## config.mk

```make
export PLATFORM = sky130hd
export DESIGN_NAME = rs_msg_extractor
export DESIGN_NICKNAME = d
export VERILOG_FILES = /design/src/rtl/rs_codec_pkg.sv /design/src/rtl/rs_msg_bank.sv /design/src/rtl/rs_msg_extractor.sv
export SDC_FILE = /design/constraint.sdc
export NUM_CORES = 1
export LEC_CHECK = 0
export CAP_MARGIN = 20
export CORE_ASPECT_RATIO = 2
export CORE_MARGIN = 3
export CORE_UTILIZATION = 53
export DETAILED_ROUTE_END_ITERATION = 7
export PLACE_DENSITY = 0.72
export SYNTH_ARGS = -nofsm -noshare
export SYNTH_HDL_FRONTEND = slang
export SYNTH_HIERARCHICAL = 1
export SYNTH_SLANG_ARGS = --single-unit
```

## constraint.sdc

```tcl
create_clock -name clk -period 4.9 [get_ports clk]
set_input_delay 0.735 -clock clk [delete_from_list [all_inputs] [get_ports clk]]
set_output_delay 0.735 -clock clk [all_outputs]
set_load 0.05 [all_outputs]
```

## src/rtl/rs_codec_pkg.sv

```systemverilog
`default_nettype none
// +--------------------------------------------------------------------------+
// | rs_codec_pkg                                                              |
// | Shared constants and types for the RS codec back-end blocks.              |
// | Contents: default symbol width / codeword geometry, index width and the   |
// |           write-side state encoding of the message extractor.             |
// | Revision: 1.0                                                             |
// +--------------------------------------------------------------------------+
package rs_codec_pkg;

    localparam int WORD_LENGTH = 8;
    localparam int RS_N        = 15;
    localparam int RS_K        = 11;

    // Wide enough to count every beat of a codeword (0..n)
    localparam int IDX_W = $clog2(RS_N + 1);

    typedef enum logic [1:0] {
        IDLE    = 2'd0,
        RECV    = 2'd1,
        DISCARD = 2'd2
    } wr_state_t;

endpackage
`default_nettype wire

```

## src/rtl/rs_msg_bank.sv

```systemverilog
`default_nettype none
// +--------------------------------------------------------------------------+
// | rs_msg_bank                                                               |
// | Two-bank simple dual-port register array with per-bank full flags.        |
// | Ports: clk/rst        clock, synchronous active-high reset                |
// |        we_i..wdata_i  write port (bank, address, data)                    |
// |        rbank_i/raddr_i read address, rdata_o registered read data         |
// |        set_i/set_bank_i  mark a bank full                                 |
// |        clr_i/clr_bank_i  mark a bank empty                                |
// |        full_o         registered full flag per bank                       |
// | Revision: 1.0                                                             |
// +--------------------------------------------------------------------------+
module rs_msg_bank
    import rs_codec_pkg::*;
#(
    parameter int SYM_W = WORD_LENGTH,
    parameter int DEPTH = RS_K,
    parameter int AW    = IDX_W
) (
    input  logic             clk,
    input  logic             rst,
    input  logic             we_i,
    input  logic             wbank_i,
    input  logic [AW-1:0]    waddr_i,
    input  logic [SYM_W-1:0] wdata_i,
    input  logic             rbank_i,
    input  logic [AW-1:0]    raddr_i,
    output logic [SYM_W-1:0] rdata_o,
    input  logic             set_i,
    input  logic             set_bank_i,
    input  logic             clr_i,
    input  logic             clr_bank_i,
    output logic [1:0]       full_o
);

    logic [SYM_W-1:0] mem_q [2][DEPTH];
    logic [SYM_W-1:0] rdata_q;
    logic [1:0]       full_q;

    // Storage carries no reset; contents only matter once a bank is full
    always_ff @(posedge clk) begin
        if (we_i) begin
            mem_q[wbank_i][waddr_i] <= wdata_i;
        end
    end

    always_ff @(posedge clk) begin
        if (rst) begin
            rdata_q <= '0;
        end else begin
            rdata_q <= mem_q[rbank_i][raddr_i];
        end
    end

    // Set and clear always target different banks: only a non-full bank
    // is ever committed and only a full bank is ever released.
    always_ff @(posedge clk) begin
        if (rst) begin
            full_q <= '0;
        end else begin
            if (set_i) begin
                full_q[set_bank_i] <= 1'b1;
            end
            if (clr_i) begin
                full_q[clr_bank_i] <= 1'b0;
            end
        end
    end

    assign rdata_o = rdata_q;
    assign full_o  = full_q;

endmodule
`default_nettype wire

```

## src/rtl/rs_msg_extractor.sv

```systemverilog
`default_nettype none
// +--------------------------------------------------------------------------+
// | rs_msg_extractor                                                          |
// | Strips parity from the RS decoder output, buffers the message symbols of  |
// | each good codeword in one of two banks and replays them on a valid/ready  |
// | message stream. Bad, malformed or unbufferable codewords are dropped.     |
// | Ports: clk/rst              clock, synchronous active-high reset          |
// |        d_valid_i..d_symbol_i decoder stream (no backpressure)             |
// |        m_valid_o/m_ready_i  message handshake                             |
// |        m_symbol_o/m_start_o/m_end_o message data and framing              |
// |        drop_pulse_o         one-cycle pulse per discarded codeword        |
// |        cnt_ok_o/cnt_drop_o  saturating committed/dropped counters         |
// | Revision: 1.0                                                             |
// +--------------------------------------------------------------------------+
module rs_msg_extractor #(
    parameter int WORD_LENGTH = rs_codec_pkg::WORD_LENGTH,
    parameter int N           = rs_codec_pkg::RS_N,
    parameter int K           = rs_codec_pkg::RS_K,
    parameter int CNT_W       = 16
) (
    input  logic                   clk,
    input  logic                   rst,
    input  logic                   d_valid_i,
    input  logic                   d_start_i,
    input  logic                   d_end_i,
    input  logic                   d_error_i,
    input  logic [WORD_LENGTH-1:0] d_symbol_i,
    output logic                   m_valid_o,
    input  logic                   m_ready_i,
    output logic [WORD_LENGTH-1:0] m_symbol_o,
    output logic                   m_start_o,
    output logic                   m_end_o,
    output logic                   drop_pulse_o,
    output logic [CNT_W-1:0]       cnt_ok_o,
    output logic [CNT_W-1:0]       cnt_drop_o
);

    import rs_codec_pkg::*;

    localparam int            IW       = $clog2(N + 1);
    localparam logic [IW-1:0] LAST_IDX = IW'(N - 1);
    localparam logic [IW-1:0] MSG_IDX  = IW'(K);
    localparam logic [IW-1:0] RD_LAST  = IW'(K - 1);

    wr_state_t        state_q, state_d;
    logic [IW-1:0]    wr_idx_q, wr_idx_d;
    logic             wr_bank_q, wr_bank_d;
    logic [IW-1:0]    rd_idx_q, rd_idx_d;
    logic             rd_bank_q, rd_bank_d;
    logic [CNT_W-1:0] cnt_ok_q, cnt_drop_q;
    logic             drop_q;

    logic             w_we;
    logic [IW-1:0]    w_waddr;
    logic             w_commit;
    logic             w_drop;
    logic             w_release;
    logic             w_hs;
    logic [1:0]       w_full;

    // ------------------------------------------------------------------
    // Write side
    // ------------------------------------------------------------------
    always_ff @(posedge clk) begin
        if (rst) begin
            state_q   <= IDLE;
            wr_idx_q  <= '0;
            wr_bank_q <= 1'b0;
        end else begin
            state_q   <= state_d;
            wr_idx_q  <= wr_idx_d;
            wr_bank_q <= wr_bank_d;
        end
    end

    always_comb begin
        state_d   = state_q;
        wr_idx_d  = wr_idx_q;
        wr_bank_d = wr_bank_q;
        w_we      = 1'b0;
        w_waddr   = wr_idx_q;
        w_commit  = 1'b0;
        w_drop    = 1'b0;
        case (state_q)
            IDLE: begin
                if (d_valid_i && d_start_i) begin
                    if (d_end_i) begin
                        w_drop = 1'b1;
                    end else if (!w_full[0] || !w_full[1]) begin
                        // Bank 1 is used only when bank 0 is occupied
                        wr_bank_d = w_full[0];
                        w_we      = 1'b1;
                        w_waddr   = '0;
                        wr_idx_d  = IW'(1);
                        state_d   = RECV;
                    end else begin
                        w_drop  = 1'b1;
                        state_d = DISCARD;
                    end
                end
            end
            RECV: begin
                if (d_valid_i) begin
                    if (d_start_i) begin
                        // A new codeword aborts the current one and reuses its bank
                        w_drop = 1'b1;
                        if (d_end_i) begin
                            state_d = IDLE;
                        end else begin
                            w_we     = 1'b1;
                            w_waddr  = '0;
                            wr_idx_d = IW'(1);
                        end
                    end else if (d_end_i) begin
                        if (wr_idx_q == LAST_IDX && !d_error_i) begin
                            w_commit = 1'b1;
                        end else begin
                            w_drop = 1'b1;
                        end
                        state_d = IDLE;
                    end else if (wr_idx_q == LAST_IDX) begin
                        // n beats seen without an end marker
                        w_drop  = 1'b1;
                        state_d = DISCARD;
                    end else begin
                        w_we     = (wr_idx_q < MSG_IDX);
                        wr_idx_d = wr_idx_q + 1'b1;
                    end
                end
            end
            DISCARD: begin
                if (d_valid_i && d_end_i) begin
                    state_d = IDLE;
                end
            end
            default: begin
                state_d = IDLE;
            end
        endcase
    end

    // ------------------------------------------------------------------
    // Read side
    // ------------------------------------------------------------------
    assign m_valid_o = w_full[rd_bank_q];
    assign w_hs      = m_valid_o && m_ready_i;

    always_comb begin
        rd_idx_d  = rd_idx_q;
        rd_bank_d = rd_bank_q;
        w_release = 1'b0;
        if (w_hs) begin
            if (rd_idx_q == RD_LAST) begin
                w_release = 1'b1;
                rd_idx_d  = '0;
                rd_bank_d = ~rd_bank_q;
            end else begin
                rd_idx_d = rd_idx_q + 1'b1;
            end
        end else if (!w_full[rd_bank_q] && w_commit) begin
            // Reader is idle, so the bank being committed is the oldest;
            // follow it even if lowest-free selection put it on the other bank.
            rd_bank_d = wr_bank_q;
        end
    end

    always_ff @(posedge clk) begin
        if (rst) begin
            rd_idx_q  <= '0;
            rd_bank_q <= 1'b0;
        end else begin
            rd_idx_q  <= rd_idx_d;
            rd_bank_q <= rd_bank_d;
        end
    end

    assign m_start_o = m_valid_o && (rd_idx_q == '0);
    assign m_end_o   = m_valid_o && (rd_idx_q == RD_LAST);

    // ------------------------------------------------------------------
    // Statistics
    // ------------------------------------------------------------------
    always_ff @(posedge clk) begin
        if (rst) begin
            cnt_ok_q   <= '0;
            cnt_drop_q <= '0;
            drop_q     <= 1'b0;
        end else begin
            drop_q <= w_drop;
            if (w_commit && cnt_ok_q != '1) begin
                cnt_ok_q <= cnt_ok_q + 1'b1;
            end
            if (w_drop && cnt_drop_q != '1) begin
                cnt_drop_q <= cnt_drop_q + 1'b1;
            end
        end
    end

    assign drop_pulse_o = drop_q;
    assign cnt_ok_o     = cnt_ok_q;
    assign cnt_drop_o   = cnt_drop_q;

    // ------------------------------------------------------------------
    // Storage; read address is next-state so m_symbol tracks rd_idx
    // ------------------------------------------------------------------
    rs_msg_bank #(
        .SYM_W (WORD_LENGTH),
        .DEPTH (K),
        .AW    (IW)
    ) u_bank (
        .clk        (clk),
        .rst        (rst),
        .we_i       (w_we),
        .wbank_i    (wr_bank_d),
        .waddr_i    (w_waddr),
        .wdata_i    (d_symbol_i),
        .rbank_i    (rd_bank_d),
        .raddr_i    (rd_idx_d),
        .rdata_o    (m_symbol_o),
        .set_i      (w_commit),
        .set_bank_i (wr_bank_q),
        .clr_i      (w_release),
        .clr_bank_i (rd_bank_q),
        .full_o     (w_full)
    );

endmodule
`default_nettype wire

```

==> impl_metrics.tcl, run 1 <==
set metrics [dict create \
    syn_nets 734 \
    rsz0062_at_grt "no" \
    leakagePower_nw 3.55 \
    drtAntennaViolNets 0 \
    diodes 0 \
    outcome "complete, no violations" \
    regToRegSetupSlack_ps 1540 \
    min_path_type "reg2reg" \
    seq_area_um2 6390 \
    worstRegToRegCells 9 \
    ys_warn_count 6 \
    fillers 1372 \
    wirelength_um 22600 \
    slew_violations 0 \
    clock_latency_ps 500 \
    hold_violations 0 \
    multi_input_area_um2 3210 \
    worstSetupEndpointType "flip-flop" \
    async_reset_ff_share_pct 0 \
    worstPathArrival_ps 3980 \
    cts-root-buf "clkbuf_16" \
    vias 6267 \
    path_class "in2reg" \
    rows 69 \
    ys_seq_area_share_pct 65.2 \
    drive_gt1_share_pct 8.91 \
    ys.flop_type "edfxtp_1" \
    start_kind "input port" \
    max_freq_mhz 278 \
    antenna_found_initial 0 \
    p_per_area_nw_per_um2 347 \
    power_mw 3.92 \
    wl_per_cell_um 22.4 \
    syn_area_um2 9790 \
    drt_drc_violations_left 0 \
    drt_first_iter_violations 471 \
    overflow 0 \
    synth_seq_cells 231 \
    io_buffers 58 \
    synthToLayoutAreaGrowth_pct 15.4 \
    ys_types 64 \
    die_area_um2 20200 \
    drtPass1Iterations 5 \
    netlist_instances 715 \
    synth_enable_flop_cells 176 \
    setup_viol 0 \
    holdPathEnd "cnt_drop_o[1]$_SDFFE_PP0P_" \
    die_w_um 102 \
    ctsHoldBuffers 0 \
    grt_pass1_wl_um 35100 \
    tns_ps 0 \
    worstMarginPinSlew_ps 992 \
    worstPathRequired_ps 5290 \
    hpwl_um 15800 \
    slew_headroom_pct 33.6 \
    clkSlewWorstSetupHoldPaths_ps 70 \
    clockBufferDepth 3 \
    fin_crit_ps 3590 \
    grt_use_total_pct 22.8 \
    skew_ps 10.4 \
    initial_core_util_pct 54.5 \
    fin_crit_sh_pct 73.3 \
    cap_violations 0 \
    cts_buffers 20 \
    vdd_ir_drop_max_mv 0.246 \
    die_h_um 198 \
    cp_max_fo 12 \
    coreArea_um2 18000 \
    num-nets-final 802 \
    hold_path_depth 2 \
    critPathLaunch "d_start_i" \
    post_cts_buffers 0 \
    grt_max_degree 47 \
    htree_levels 1 \
    r2r-start "rd_bank_q$_SDFF_PP0_" \
    grt_pass1_vias 6584 \
    syn_area_per_cell_um2 13.7 \
    num_io_pins 59 \
    r2r_end "u_bank/rdata_o[7]$_SDFF_PP0_" \
    cts_resized 0 \
    cts_tree "yes" \
    min-delay-start "cnt_drop_o[1]$_SDFFE_PP0P_" \
    cts.sinks 231 \
    gp_congestion 0.878 \
    vias_per_cell 6.20 \
]
## stage by stage
stage	std cells	worst slack [ps]	hold WS, ps	cell area, µm²	util [%]
finish	1010	1310	500	11300	62.9
global route	1010	1100	526	11300	62.9
CTS	1009	1320	501	11300	62.9
detailed placement	973	820	492	10600	58.9
global placement	973	919	485	10600	58.9
floorplan	715	1770	468	9790	-
## cells in the mapped netlist (2+ instances only)
library cell  instances  area [µm²]
nand2_1              30         113
a211oi_1              4        30.0
clkbuf_1             10        37.5
ha_1                  4        50.1
nand3b_1              4        30.0
nand3_1              40         200
nor3_1               15        75.1
mux4_2                6         135
buf_4                 6        45.0
and2_1               13        81.3
mux4_1                5         131
nand3_2               2        20.0
nor2b_1              27         169
mux2i_1              69         691
and4_1                4        35.0
nor4_1                5        31.3
edfxtp_1            176        5290
nand4_1              17         106
o22a_1                2        17.5
xor2_1               17         149
nor2_1               53         199
inv_1                 5        18.8
o31ai_1               2        15.0
nand4b_1              2        17.5
o21ai_0              17        85.1
a22oi_1              18         135
buf_6                 5        56.3
a21oi_1              22         110
buf_2                 6        30.0
a31oi_1               4        25.0
or4_1                 5        37.5
or3_1                 8        50.1
buf_1                 2        7.51
o2111ai_1             5        43.8
dfxtp_1              55        1100
o211ai_1              3        22.5
nor3b_1               6        45.0
and3_1                6        37.5
o21ai_1               4        20.0
nand2b_1              7        43.8
## worst max-delay path by stage
stage,slack [ps],end,cells after the start
after detailed placement,820,u_bank/rdata_o[4]$_SDFF_PP0_,10
final,1310,u_bank/rdata_o[6]$_SDFF_PP0_,11
after floorplan,1770,u_bank/mem_q[0][10]$_DFFE_PP_,6
after global placement,920,u_bank/rdata_o[4]$_SDFF_PP0_,10
after CTS,1320,u_bank/rdata_o[7]$_SDFF_PP0_,10
after global routing,1100,u_bank/rdata_o[6]$_SDFF_PP0_,11
## layer usage
metal	GRT usage (%)	up-vias	part of all wire, %
li1	-	2876	-
met4	12.0	0	5.9
met1	23.1	3104	33
met5	0	-	0
met3	2.89	72	4.1
met2	43.7	215	57
## area by class of cell
class	instances	area share [%]
Multi-Input combinational cell	449	28.4
Timing Repair Buffer	76	6.27
Clock inverter	8	1.05
Tap cell	213	2.36
Clock buffer	28	5.25
Inverter	5	0.166
Sequential cell	231	56.5
## worst max-delay path, cell delays in order
cell	delay (ps)
clkdlybuf4s50_1	600
or3b_4	490
nor3_2	170
buf_4	200
nor3b_1	340
a221oi_4	80
buf_4	220
nor2b_1	650
a22oi_1	270
nand3_1	150
nand3_1	70
## power by group
group	internal, mW	switching (mW)	total, mW
sequential	2.11	0.00727	2.12
combinational	0.0344	0.0822	0.117
clock	1.01	0.677	1.68
total	3.16	0.767	3.92
## flip-flops by register name (all words and copies together) (netlist names)
register / count
cnt_drop_o: 16
cnt_ok_o: 16
wr_bank_q: 1
u_bank/rdata_o: 8
u_bank/full_o: 2
rd_idx_q: 4
rd_bank_q: 1
u_bank/mem_q: 176
state_q: 2
wr_idx_q: 4
drop_pulse_o: 1
## cells by family after synthesis
family,synth area share [%]
AO/OA/AOI/OAI,6.04
buffers and inverters,2.20
XOR/XNOR,1.61
flip-flops,65.2
AND/OR/NAND/NOR,14.3
multiplexers,10.1
adder cells (fa/ha/maj),0.511
## cells in the final DEF (no fill, tap or decap), types with 5 or more instances in the layout
cell             count
o21ai_1              5
nor3b_1              6
nand2b_1             7
inv_1                5
o2111ai_1            5
mux4_1               5
and2_1              13
clkdlybuf4s50_1     57
or4_1                5
a21oi_1             22
nor3_1              15
xor2_1              17
o21ai_0             16
nor4_1               5
edfxtp_1           176
buf_4               17
nor2_1              53
nand3_1             40
mux4_2               6
nor2b_1             27
or3_1                8
mux2i_1             69
and3_1               6
a22oi_1             18
nand4_1             17
nand2_1             30
clkbuf_16           22
dfxtp_1             55
Note: power is estimated with default switching activity, not from simulation.
==> run 2, diff against run 1 <==
--- a/config.mk
+++ b/config.mk
@@ -10,7 +10,7 @@
 export CORE_MARGIN = 3
 export CORE_UTILIZATION = 53
 export DETAILED_ROUTE_END_ITERATION = 7
-export PLACE_DENSITY = 0.72
+export PLACE_DENSITY = 0.75
 export SYNTH_ARGS = -nofsm -noshare
 export SYNTH_HDL_FRONTEND = slang
 export SYNTH_HIERARCHICAL = 1
==> constraint.sdc (replaced) <==
create_clock -name clk -period 3 [get_ports clk]
set_input_delay 0.45 -clock clk [delete_from_list [all_inputs] [get_ports clk]]
set_output_delay 0.45 -clock clk [all_outputs]
set_load 0.05 [all_outputs]
==> run 2 against run 1 <==
- register-to-register slack worse by 1400 ps
- sequential cell count did not move
- first-iteration DRC count shrank 39%
- power increased by 66%
- final cell count grew 4.3%
- worst setup slack got worse by 1100 ps
- worst hold slack lost 130 ps
- non-clock buffer count rose by 43
- largest cell class unchanged
- via count rose by 2.2%
==> impl_metrics.tcl, run 2 (synthesis gave the netlist of run 1 again) <==
set metrics [dict create \
    clkSlewWorstSetupHoldPaths_ps 70 \
    die_h_um 198 \
    drtAntennaViolNets 0 \
    initial_core_util_pct 54.5 \
    fin_area_um2 11700 \
    cap_violations 0 \
    grt_pass1_vias 6744 \
    grt_max_degree 34 \
    whs_ps 368 \
    worstMarginPinSlew_ps 927 \
    wirelength_um 22300 \
    path_class "reg2reg" \
    post_dp_cell_area_um2 11000 \
    die_w_um 102 \
    wl_per_cell_um 21.2 \
    worstPathRequired_ps 3370 \
    slew_violations 0 \
    setup_viol 0 \
    cts_buffers 20 \
    hold_path_depth 2 \
    fin_crit_sh_pct 93.9 \
    worstSetupEndpointType "flip-flop" \
    holdPathEnd "rd_idx_q[3]$_SDFF_PP0_" \
    num_io_pins 59 \
    fin_crit_ps 2820 \
    grt_pass1_wl_um 34800 \
    top_register "u_bank/mem_q" \
    diodes 0 \
    min_path_type "in2reg" \
    cts.sinks 231 \
    final_common_cell "edfxtp_1" \
    cp_max_fo 8 \
    p_per_area_nw_per_um2 554 \
    largest_reg_flops 176 \
    worstRegToRegCells 9 \
    outcome "complete, no violations" \
    vias 6408 \
    skew_ps 6.97 \
    power_mw 6.50 \
    cp_cell_sequence "mux2_2 -> and2_1 -> and2_1 -> a221oi_4 -> buf_4 -> mux4_1 -> nor2b_1 -> o21ai_0 -> nand3_1" \
    cpPeakStageDelay_ps 550 \
    drive_gt1_share_pct 13.8 \
    antenna_found_initial 0 \
    instances_no_fill 1053 \
    drtPass1Iterations 5 \
    post_cts_buffers 0 \
    min-delay-start "rst" \
    htree_levels 1 \
    rsz0062_at_grt "no" \
    num-nets-final 845 \
    synthToLayoutAreaGrowth_pct 19.7 \
    hpwl_um 15900 \
    io_buffers 58 \
    start_kind "flip-flop" \
    overflow 0 \
    final_cell_mix "176 x edfxtp_1, 69 x mux2i_1, 57 x clkdlybuf4s50_1" \
    cts-root-buf "clkbuf_16" \
    crit_slowest_cell "mux4_1" \
    gp_congestion 0.846 \
    coreArea_um2 18000 \
    r2r_end "u_bank/rdata_o[5]$_SDFF_PP0_" \
    slew_headroom_pct 38.1 \
    die_area_um2 20200 \
    vdd_ir_drop_max_mv 0.474 \
    cts_tree "yes" \
    clockBufferDepth 3 \
    worstPathArrival_ps 3190 \
    r2r-start "u_bank/full_o[0]$_SDFF_PP0_" \
    dp.cells 1017 \
    rows 69 \
    drt_first_iter_violations 287 \
    clock_latency_ps 490 \
    regToRegSetupSlack_ps 180 \
    vias_per_cell 6.09 \
    max_freq_mhz 355 \
    drt_drc_violations_left 0 \
    leakagePower_nw 3.82 \
    hold_violations 0 \
    cpMostUsedCell "and2_1" \
    grt_use_total_pct 22.3 \
]
-- run 2: changes by cell type in the layout (fill, tap and decap cells not counted), sizes merged --
| cell | before | now |
|---|---|---|
| buf | 19 | 62 |
| clkbuf | 28 | 23 |
| clkinv | 3 | 6 |
| bufinv | 3 | 5 |
| clkinvlp | 2 | 1 |
| inv | 5 | 6 |
-- run 2: worst max-delay path: cells and delay by family, from the launching register on --
| kind | cells | cell delay, ps |
|---|---|---|
| compound gates | 2 | 560 |
| mux | 2 | 910 |
| flops | 1 | 390 |
| buf+inv | 1 | 230 |
| simple gates | 4 | 600 |
-- run 2: metal layers --
layer  track usage (%)  wire length, µm
met5                 0                0
met4              10.9             1180
met3              3.14              867
met2              43.0            12600
met1              22.6             7650
-- run 2: how the worst max path moves through the flow --
stage                     slack (ps)                             to                         from
after floorplan                  150  u_bank/mem_q[0][10]$_DFFE_PP_                      d_end_i
after global placement          -180   u_bank/rdata_o[5]$_SDFF_PP0_                    d_start_i
after detailed placement        -270   u_bank/rdata_o[4]$_SDFF_PP0_                    d_start_i
after CTS                        160   u_bank/rdata_o[4]$_SDFF_PP0_     wr_idx_q[1]$_SDFFE_PP0P_
after global routing              30   u_bank/rdata_o[5]$_SDFF_PP0_     wr_idx_q[1]$_SDFFE_PP0P_
final                            180   u_bank/rdata_o[5]$_SDFF_PP0_  u_bank/full_o[0]$_SDFF_PP0_
-- run 2: repair_timing --
item	in CTS	in global routing
resized for setup	0	2
hold buffers	0	0
setup endpoints to repair	0	3
hold endpoints to repair	0	0
-- run 2: final cells by class --
class / instances / area [µm²]
Clock inverter: 13 / 201
Fill cell: 1327 / 6240
Timing Repair Buffer: 119 / 1090
Tap cell: 213 / 267
Multi-Input combinational cell: 449 / 3220
Clock buffer: 23 / 543
Sequential cell: 231 / 6390
Inverter: 5 / 18.8
-- run 2: report_power, final --
| part | internal, mW | switching [mW] |
|---|---|---|
| Clock | 1.74 | 1.09 |
| Sequential | 3.45 | 0.00929 |
| Combinational | 0.0657 | 0.134 |
-- run 2: stage by stage --
stage	setup WS (ps)	TNS [ps]	util (%)
6_report	182	0	65.3
5_1_grt	26.6	0	65.3
4_1_cts	161	0	65.2
3_5_place_dp	-274	-4620	61.1
3_3_place_gp	-183	-1310	61.1
2_1_floorplan	151	0	-
